### config.mk
export PLATFORM = sky130hd
export DESIGN_NAME = wm_control_panel_flat
export DESIGN_NICKNAME = d
export VERILOG_FILES = /design/src/rtl/wm_control_panel_if.sv /design/src/rtl/wm_control_panel.sv /design/src/flat_wrapper.sv
export SDC_FILE = /design/constraint.sdc
export NUM_CORES = 1
export LEC_CHECK = 0
export ABC_AREA = 1
export CORE_MARGIN = 2
export CORE_UTILIZATION = 53
export DETAILED_ROUTE_END_ITERATION = 8
export HOLD_SLACK_MARGIN = 0.03
export PLACE_DENSITY_LB_ADDON = 0.2
export SYNTH_ARGS = -nofsm -noshare
export SYNTH_HDL_FRONTEND = slang
export SYNTH_SLANG_ARGS = --single-unit
export TNS_END_PERCENT = 20
### constraint.sdc
create_clock -name clk -period 1.8 [get_ports clk]
set_input_delay 0.45 -clock clk [delete_from_list [all_inputs] [get_ports clk]]
set_output_delay 0.45 -clock clk [all_outputs]
set_load 0.03 [all_outputs]
### src/rtl/wm_control_panel_if.sv
// Link between the front panel and the washing-machine cycle controller.
// The panel (master) drives the launch/freeze/option lines; the controller
// (slave) reports its idle status on done.
interface wm_control_panel_if;
    logic start;
    logic time_pause;
    logic double_wash;
    logic dry_wash;
    logic done;

    modport master (
        output start,
        output time_pause,
        output double_wash,
        output dry_wash,
        input  done
    );

    modport slave (
        input  start,
        input  time_pause,
        input  double_wash,
        input  dry_wash,
        output done
    );
endinterface

### src/rtl/wm_control_panel.sv
// Washing-machine front panel: synchronizes raw buttons/switches/door,
// debounces start and pause, launches the controller with latched options,
// tracks the running cycle via done, drives the door lock and fault pulses.
module wm_control_panel #(
    parameter int DEBOUNCE_CYCLES = 4,
    parameter int LAUNCH_TIMEOUT  = 8
) (
    input  logic                       clk,
    input  logic                       rst_n,
    input  logic                       btn_start_raw,
    input  logic                       btn_pause_raw,
    input  logic                       sw_double_raw,
    input  logic                       sw_dry_raw,
    input  logic                       door_closed_raw,
    wm_control_panel_if.master         ctrl,
    output logic                       door_lock,
    output logic                       err_door,
    output logic                       err_launch
);

    localparam int CW = (DEBOUNCE_CYCLES > 1) ? $clog2(DEBOUNCE_CYCLES) : 1;
    localparam int LW = (LAUNCH_TIMEOUT > 1) ? $clog2(LAUNCH_TIMEOUT) : 1;

    // Bit positions inside the synchronized input vector
    localparam int B_START = 0;
    localparam int B_PAUSE = 1;
    localparam int B_DBL   = 2;
    localparam int B_DRY   = 3;
    localparam int B_DOOR  = 4;

    typedef enum logic [1:0] {
        PANEL_IDLE,
        PANEL_LAUNCH,
        PANEL_RUN,
        PANEL_PAUSE
    } panel_state_t;

    logic [4:0]   raw_vec;
    logic [4:0]   sync1_reg;
    logic [4:0]   sync2_reg;
    logic [1:0]   ev_vec;      // registered rising-edge events: [0] start, [1] pause

    panel_state_t state_reg, state_next;
    logic [LW-1:0] lcnt_reg, lcnt_next;
    logic         start_reg, start_next;
    logic         err_door_reg, err_door_next;
    logic         err_launch_reg, err_launch_next;
    logic         dbl_reg, dbl_next;
    logic         dry_reg, dry_next;

    assign raw_vec = {door_closed_raw, sw_dry_raw, sw_double_raw, btn_pause_raw, btn_start_raw};

    // Two-flop synchronizer for every raw asynchronous input
    always_ff @(posedge clk or negedge rst_n) begin
        if (!rst_n) begin
            sync1_reg <= '0;
            sync2_reg <= '0;
        end else begin
            sync1_reg <= raw_vec;
            sync2_reg <= sync1_reg;
        end
    end

    // Debounce plus registered rising-edge detect for the two buttons
    genvar gi;
    generate
        for (gi = 0; gi < 2; gi++) begin : g_btn
            logic [CW-1:0] cnt_reg;
            logic          db_reg;
            logic          db_dly_reg;
            logic          ev_reg;

            // db flips only after the synchronized level has disagreed for DEBOUNCE_CYCLES edges
            always_ff @(posedge clk or negedge rst_n) begin
                if (!rst_n) begin
                    cnt_reg    <= '0;
                    db_reg     <= 1'b0;
                    db_dly_reg <= 1'b0;
                    ev_reg     <= 1'b0;
                end else begin
                    db_dly_reg <= db_reg;
                    ev_reg     <= db_reg & ~db_dly_reg;
                    if (sync2_reg[gi] == db_reg) begin
                        cnt_reg <= '0;
                    end else if (cnt_reg == CW'(DEBOUNCE_CYCLES - 1)) begin
                        db_reg  <= ~db_reg;
                        cnt_reg <= '0;
                    end else begin
                        cnt_reg <= cnt_reg + CW'(1);
                    end
                end
            end

            assign ev_vec[gi] = ev_reg;
        end
    endgenerate

    // Panel state, launch counter, option latches and one-cycle pulses
    always_ff @(posedge clk or negedge rst_n) begin
        if (!rst_n) begin
            state_reg      <= PANEL_IDLE;
            lcnt_reg       <= '0;
            start_reg      <= 1'b0;
            err_door_reg   <= 1'b0;
            err_launch_reg <= 1'b0;
            dbl_reg        <= 1'b0;
            dry_reg        <= 1'b0;
        end else begin
            state_reg      <= state_next;
            lcnt_reg       <= lcnt_next;
            start_reg      <= start_next;
            err_door_reg   <= err_door_next;
            err_launch_reg <= err_launch_next;
            dbl_reg        <= dbl_next;
            dry_reg        <= dry_next;
        end
    end

    // Next-state logic; done outranks pause, stray events are dropped
    always_comb begin
        state_next      = state_reg;
        lcnt_next       = lcnt_reg;
        start_next      = 1'b0;
        err_door_next   = 1'b0;
        err_launch_next = 1'b0;
        dbl_next        = dbl_reg;
        dry_next        = dry_reg;
        case (state_reg)
            PANEL_IDLE: begin
                if (ev_vec[B_START]) begin
                    if (sync2_reg[B_DOOR]) begin
                        start_next = 1'b1;
                        dbl_next   = sync2_reg[B_DBL];
                        dry_next   = sync2_reg[B_DRY];
                        lcnt_next  = '0;
                        state_next = PANEL_LAUNCH;
                    end else begin
                        err_door_next = 1'b1;
                    end
                end
            end
            PANEL_LAUNCH: begin
                if (!ctrl.done) begin
                    state_next = PANEL_RUN;
                end else if (lcnt_reg == LW'(LAUNCH_TIMEOUT - 1)) begin
                    err_launch_next = 1'b1;
                    state_next      = PANEL_IDLE;
                end else begin
                    lcnt_next = lcnt_reg + LW'(1);
                end
            end
            PANEL_RUN: begin
                if (ctrl.done) begin
                    state_next = PANEL_IDLE;
                end else if (ev_vec[B_PAUSE]) begin
                    state_next = PANEL_PAUSE;
                end
            end
            PANEL_PAUSE: begin
                if (ctrl.done) begin
                    state_next = PANEL_IDLE;
                end else if (ev_vec[B_PAUSE]) begin
                    state_next = PANEL_RUN;
                end
            end
            default: state_next = PANEL_IDLE;
        endcase
        // Options never outlive the cycle they were latched for
        if (state_next == PANEL_IDLE && state_reg != PANEL_IDLE) begin
            dbl_next = 1'b0;
            dry_next = 1'b0;
        end
    end

    assign door_lock        = (state_reg != PANEL_IDLE);
    // An open door during launch/run freezes the controller until it closes again
    assign ctrl.time_pause  = (state_reg == PANEL_PAUSE) ||
                              (((state_reg == PANEL_LAUNCH) || (state_reg == PANEL_RUN)) && !sync2_reg[B_DOOR]);
    assign ctrl.start       = start_reg;
    assign ctrl.double_wash = dbl_reg;
    assign ctrl.dry_wash    = dry_reg;
    assign err_door         = err_door_reg;
    assign err_launch       = err_launch_reg;

endmodule

### src/flat_wrapper.sv
// flat-port wrapper written by rule: the top's interface ports become plain ports
module wm_control_panel_flat 
#(
    parameter int DEBOUNCE_CYCLES = 4,
    parameter int LAUNCH_TIMEOUT  = 8
)
  (clk, rst_n, btn_start_raw, btn_pause_raw, sw_double_raw, sw_dry_raw, door_closed_raw, door_lock, err_door, err_launch, ctrl_start, ctrl_time_pause, ctrl_double_wash, ctrl_dry_wash, ctrl_done);
  wm_control_panel_if ctrl_i ();
  input  logic clk;
  input  logic rst_n;
  input  logic btn_start_raw;
  input  logic btn_pause_raw;
  input  logic sw_double_raw;
  input  logic sw_dry_raw;
  input  logic door_closed_raw;
  output logic door_lock;
  output logic err_door;
  output logic err_launch;
  output wire logic [$bits(ctrl_i.start)-1:0] ctrl_start;
  output wire logic [$bits(ctrl_i.time_pause)-1:0] ctrl_time_pause;
  output wire logic [$bits(ctrl_i.double_wash)-1:0] ctrl_double_wash;
  output wire logic [$bits(ctrl_i.dry_wash)-1:0] ctrl_dry_wash;
  input wire logic [$bits(ctrl_i.done)-1:0] ctrl_done;
  assign ctrl_start = ctrl_i.start;
  assign ctrl_time_pause = ctrl_i.time_pause;
  assign ctrl_double_wash = ctrl_i.double_wash;
  assign ctrl_dry_wash = ctrl_i.dry_wash;
  assign ctrl_i.done = ctrl_done;
  wm_control_panel #(.DEBOUNCE_CYCLES(DEBOUNCE_CYCLES), .LAUNCH_TIMEOUT(LAUNCH_TIMEOUT)) u_core (.clk(clk), .rst_n(rst_n), .btn_start_raw(btn_start_raw), .btn_pause_raw(btn_pause_raw), .sw_double_raw(sw_double_raw), .sw_dry_raw(sw_dry_raw), .door_closed_raw(door_closed_raw), .ctrl(ctrl_i), .door_lock(door_lock), .err_door(err_door), .err_launch(err_launch));
endmodule
* Word level (Yosys, flattened, before mapping)
Index checks and enable logic that the tools add are counted.
** Operators by class
- Add/sub/neg operators :: 3
- Eq/ne operators :: 12
- Multiplexer cells :: 35
- Bitwise logic cells :: 8
- Reductions and logical operators :: 16
** Operator list (count)
- two-way mux 2 bit :: 12
- two-way mux 1 bit :: 17
- two-way mux 3 bit :: 4
- nonzero test 2 bit :: 5
- equality test 2 bit (second input constant) :: 4
- case mux 2 bit (4 select lines) :: 1
- NOT 1 bit :: 6
- case mux 3 bit (2 select lines) :: 1
- AND reduction 5 bit :: 1
- adder 2 x 1 -> 2 bit (second input constant) :: 2
- logical NOT 2 bit :: 2
- != test 2 x 1 -> 1 bit (second input constant) :: 2
- != test 2 bit (second input constant) :: 2
- AND reduction 2 bit :: 2
- adder 3 x 1 -> 3 bit (second input constant) :: 1
- equality test 3 bit (second input constant) :: 1
- AND reduction 3 bit :: 1
- bitwise AND 1 bit :: 2
- equality test 1 bit :: 2
- equality test 2 x 1 -> 1 bit (second input constant) :: 1
- logical AND 1 bit :: 2
- logical OR 1 bit :: 2
- logical NOT 1 bit :: 1
** Word-level totals
- Flip-flop bits (word level) :: 30
- Output and inout bits :: 7
- Word-level logic and storage cells :: 91

* Depth between registers and ports, before layout
- Depth after elaboration :: 8
- Mapped depth :: 9
- Mapped depth without buffers :: 9

* Least setup slack after synthesis
Ideal clock, no wire load.
- Path kind :: register to output
- Start point :: register u_core.state_reg[0]
- End point :: output port ctrl_time_pause
- Data arrival time :: 991 ps
- Required time :: 1350 ps
- Slack :: 359 ps
- Cell stages (with the launch flop) :: 5
- Buffers on the path :: 0
- Cell sequence :: dfrtp_1 -> inv_1 -> ha_1 -> nand2_1 -> nand2_1
** On the way
- Word-level cells in the longest chain between the ends :: 4
** RTL lines
- start, declared :: line wm_control_panel.sv:43 : panel_state_t state_reg, state_next;
- start signal, assigned :: line wm_control_panel.sv:109 : state_reg <= state_next;
- equality test 2 x 1 -> 1 bit or equality test 2 bit (tied branches) :: line wm_control_panel.sv:178 : (((state_reg == PANEL_LAUNCH) || (state_reg == PANEL_RUN)) && !sync2_reg[B_DOOR]);
- logical OR 1 bit :: line wm_control_panel.sv:178
- logical AND 1 bit :: line wm_control_panel.sv:178
- logical OR 1 bit * :: line wm_control_panel.sv:177 : assign ctrl.time_pause = (state_reg == PANEL_PAUSE) ||
- end, declared :: line flat_wrapper.sv:20 : output wire logic [$bits(ctrl_i.time_pause)-1:0] ctrl_time_pause;
Mark *: on every way between the ends. The rest lies on a longest branch, timed or not.

* Final worst setup path
Same ends and word-level chain as after synthesis.

==> qor.csv <==
stage,metric,value,unit
status,status,completed,
clocking,cts_root_buffer,clkbuf_4,
setup_path,arrival,1.31,ns
sta,slew_viol_final,0,
setup_path,crit_start,u_core.state_reg[0],
clocking,clock_sinks,30,
logic_synthesis,yosysUniqueCellTypes,20,
sta,min_period_over_period,98.0,%
layout,nets,157,
layout,final_util,68.2,%
logic_synthesis,syn_nets,131,
logic_synthesis,syn_area,1220,um2
clocking,cts-buffers-inserted,5,
flow_run,maxCapViolCount,0,
logic_synthesis,synth_xor_area_share,1.44,%
layout,postLayoutCellArea,1490,um2
setup_path,r2r_slack,0.18,ns
logic_synthesis,ys_seq_elements,30,
routing,routed_wl,1910,um
sta,worst_pin_slew,0.362,ns
setup_path,crit_top_cell,buf_6,
clocking,clk_path_buf_depth,2,
routing,drc,0,
logic_synthesis,yosys.area_share.simple,17.7,%
global_route,grt_pass1_wl,3440,um
sta,finalSetupTns,0,ns
layout,regArea,751,um2
floorplanning,initial_utilization,55.6,%
placed_design,hpwlAfterDp,1290,um
logic_synthesis,synth_area_per_cell,10.6,um2
routing,first_pass_iters,4,
floorplanning,die-area,2700,um2
sta,max_freq,567,MHz
setup_path,reg2regPathDepth,9,
pwr,p_leak,0.801,nW
sta,hold_viol,0,
setup_path,required,1.35,ns
placed_design,place.gp.congestion,0.708,
placed_design,placed_cell_area,1380,um2
setup_path,cpMaxStageDelayCell,dfrtp_1,
sta,grt_setup_unrepaired,true,
routing,dr_total_vias,814,
clocking,htreeDepth,2,
setup_path,worstPathCellList,"buf_6, ha_2, inv_2, nand2_1, buf_6",
clocking,cts_tree,built,
worst_hold_path,min_to,u_core.sync2_reg[3],
global_route,overflow,0,
layout,areaGrowthSynthToFinish,22.7,%
setup_path,r2r-start,u_core.state_reg[0],
routing,wl_per_cell,11.3,um
logic_synthesis,synth_seq_area_share,61.7,%
worst_hold_path,min_from,u_core.sync1_reg[3],
setup_path,cp_max_fo,3,
sta,maxSlewHeadroom,75.9,%
clocking,clock_latency,0.32,ns
logic_synthesis,synth_top_family_by_area,simple AND/OR/NAND/NOR gates,
logic_synthesis,yosys-mux-area-fraction,0,%
layout,antenna-diode-count,0,
setup_path,cp-start-kind,register,
routing,ant_nets,0,
sta,finalCriticalPeriod,1.76,ns
logic_synthesis,synth_fa_ha_area_share,8.22,%
floorplanning,die_w,51.9,um
placed_design,placement.io_buffers,14,
setup_path,r2r_end,u_core.ctrl.dry_wash,
pwr,max-vdd-ir-drop,1.04,mV
layout,layout-drive-gt1-share,19.1,%
worst_hold_path,holdPathStages,0,
global_route,grt.total_usage,18.7,%
global_route,antenna_found_initial,0,
global_route,grt_max_degree,31,
logic_synthesis,netlist_instances,115,
pwr,power_density,1460,nW/um2
routing,vias_per_cell,4.82,
setup_path,max_stage_delay,0.43,ns
setup_path,end_kind,primary output,
floorplanning,core,2190,um2
setup_path,crit_type,reg -> out,
sta,finClkSkew,0.00720,ns
clocking,clk_pin_slew_worst_paths,0.08,ns
floorplanning,rows,17,
layout,multi_input_area,408,um2
floorplanning,die_h,51.9,um
layout,fill_cells,173,
global_route,grt_pass1_vias,818,
worst_hold_path,hold_class,reg -> reg,
routing,drtIter0Drc,10,
sta,setup_violations,0,
logic_synthesis,yosysWarningCount,0,
clocking,hold_buffers,0,
logic_synthesis,synth-compound-area-share,4.93,%
pwr,fin_total_pwr,0.00218,W
floorplanning,num_io_pins,15,
[critical path, delay by kind of cell, from the launching register on]
family	cells	cell delay [ns]
AND/OR/NAND/NOR	1	0.05
flip-flops	1	0.43
adder cells (fa/ha/maj)	1	0.19
buffers and inverters	3	0.32
[cells in the final DEF (no fill, tap or decap), types with 2 or more instances in the layout]
master / netlist / routed
nor3_1: 3 / 3
inv_1: 13 / 10
clkbuf_4: 0 / 5
nor2_1: 12 / 12
buf_4: 0 / 6
inv_2: 2 / 5
o21ai_2: 2 / 2
xnor2_1: 2 / 2
dlygate4sd2_1: 0 / 2
dlymetal6s2s_1: 0 / 3
buf_6: 1 / 2
dfrtp_1: 30 / 30
o21ai_1: 3 / 3
clkdlybuf4s50_1: 0 / 7
o21ai_0: 4 / 4
nand3_2: 2 / 2
ha_1: 8 / 6
clkbuf_1: 0 / 2
nand2_1: 24 / 24
nand3_1: 3 / 3
[cells in the mapped netlist (all sizes together)]
library cell	number	area (um2)
buf	1	11.3
dfrtp	30	751
ha	8	100
inv	16	62.6
nand2	25	96.4
nand3	5	35.0
nand4	1	6.26
nor2	13	56.3
nor3	3	15.0
o21a	1	7.51
o21ai	9	52.6
or2	1	6.26
xnor2	2	17.5
[through the flow]
stage | hold WS, ns | setup WS, ns | cells
floorplan | 0.154 | 0.359 | 115
global placement | 0.332 | 0.194 | 157
detailed placement | 0.335 | 0.190 | 157
CTS | 0.353 | -0.0108 | 167
global route | 0.359 | -0.0352 | 169
finish | 0.351 | 0.0357 | 169
[logic make-up after synthesis]
group           Yosys count
compound gates           10
xor+xnor                  2
fa+ha+maj                 8
buf+inv                  17
flops                    30
simple gates             48
[final cells by class]
class / instances / share of cell area [%]
Tap cell: 28 / 2.35
Timing Repair Buffer: 20 / 12.9
Clock buffer: 7 / 3.02
Inverter: 16 / 4.19
Sequential cell: 30 / 50.3
Multi-Input combinational cell: 68 / 27.3
[timing repair]
action | CTS | global route
endpoints found under the hold margin | 0 | 0
setup endpoints to repair | 4 | 5
gates cloned | 0 | 0
buffers inserted | 3 | 2
gates resized for setup | 3 | 10
[where the power goes]
| group | switching [W] | internal, W |
|---|---|---|
| clock | 0.000197 | 0.000147 |
| sequential | 0.0000966 | 0.000840 |
| combinational | 0.000515 | 0.000388 |
[routing by layer]
layer  GRT usage [%]  up-vias  wire (um)
met5               0        -          0
met4            10.5        0         31
met3            8.62        4         98
met2            29.1       17        912
met1            21.0      386        868
li1                -      407          -
[worst max-delay path by stage]
stage,end,slack (ns),depth (start not counted)
final,ctrl_time_pause,0.04,5
after global placement,u_core.lcnt_reg[1],0.19,6
after detailed placement,u_core.ctrl.dry_wash,0.19,6
after floorplan,ctrl_time_pause,0.36,4
after CTS,ctrl_time_pause,-0.01,5
after global routing,ctrl_time_pause,-0.04,5
Note: power is estimated with default switching activity, not from simulation.
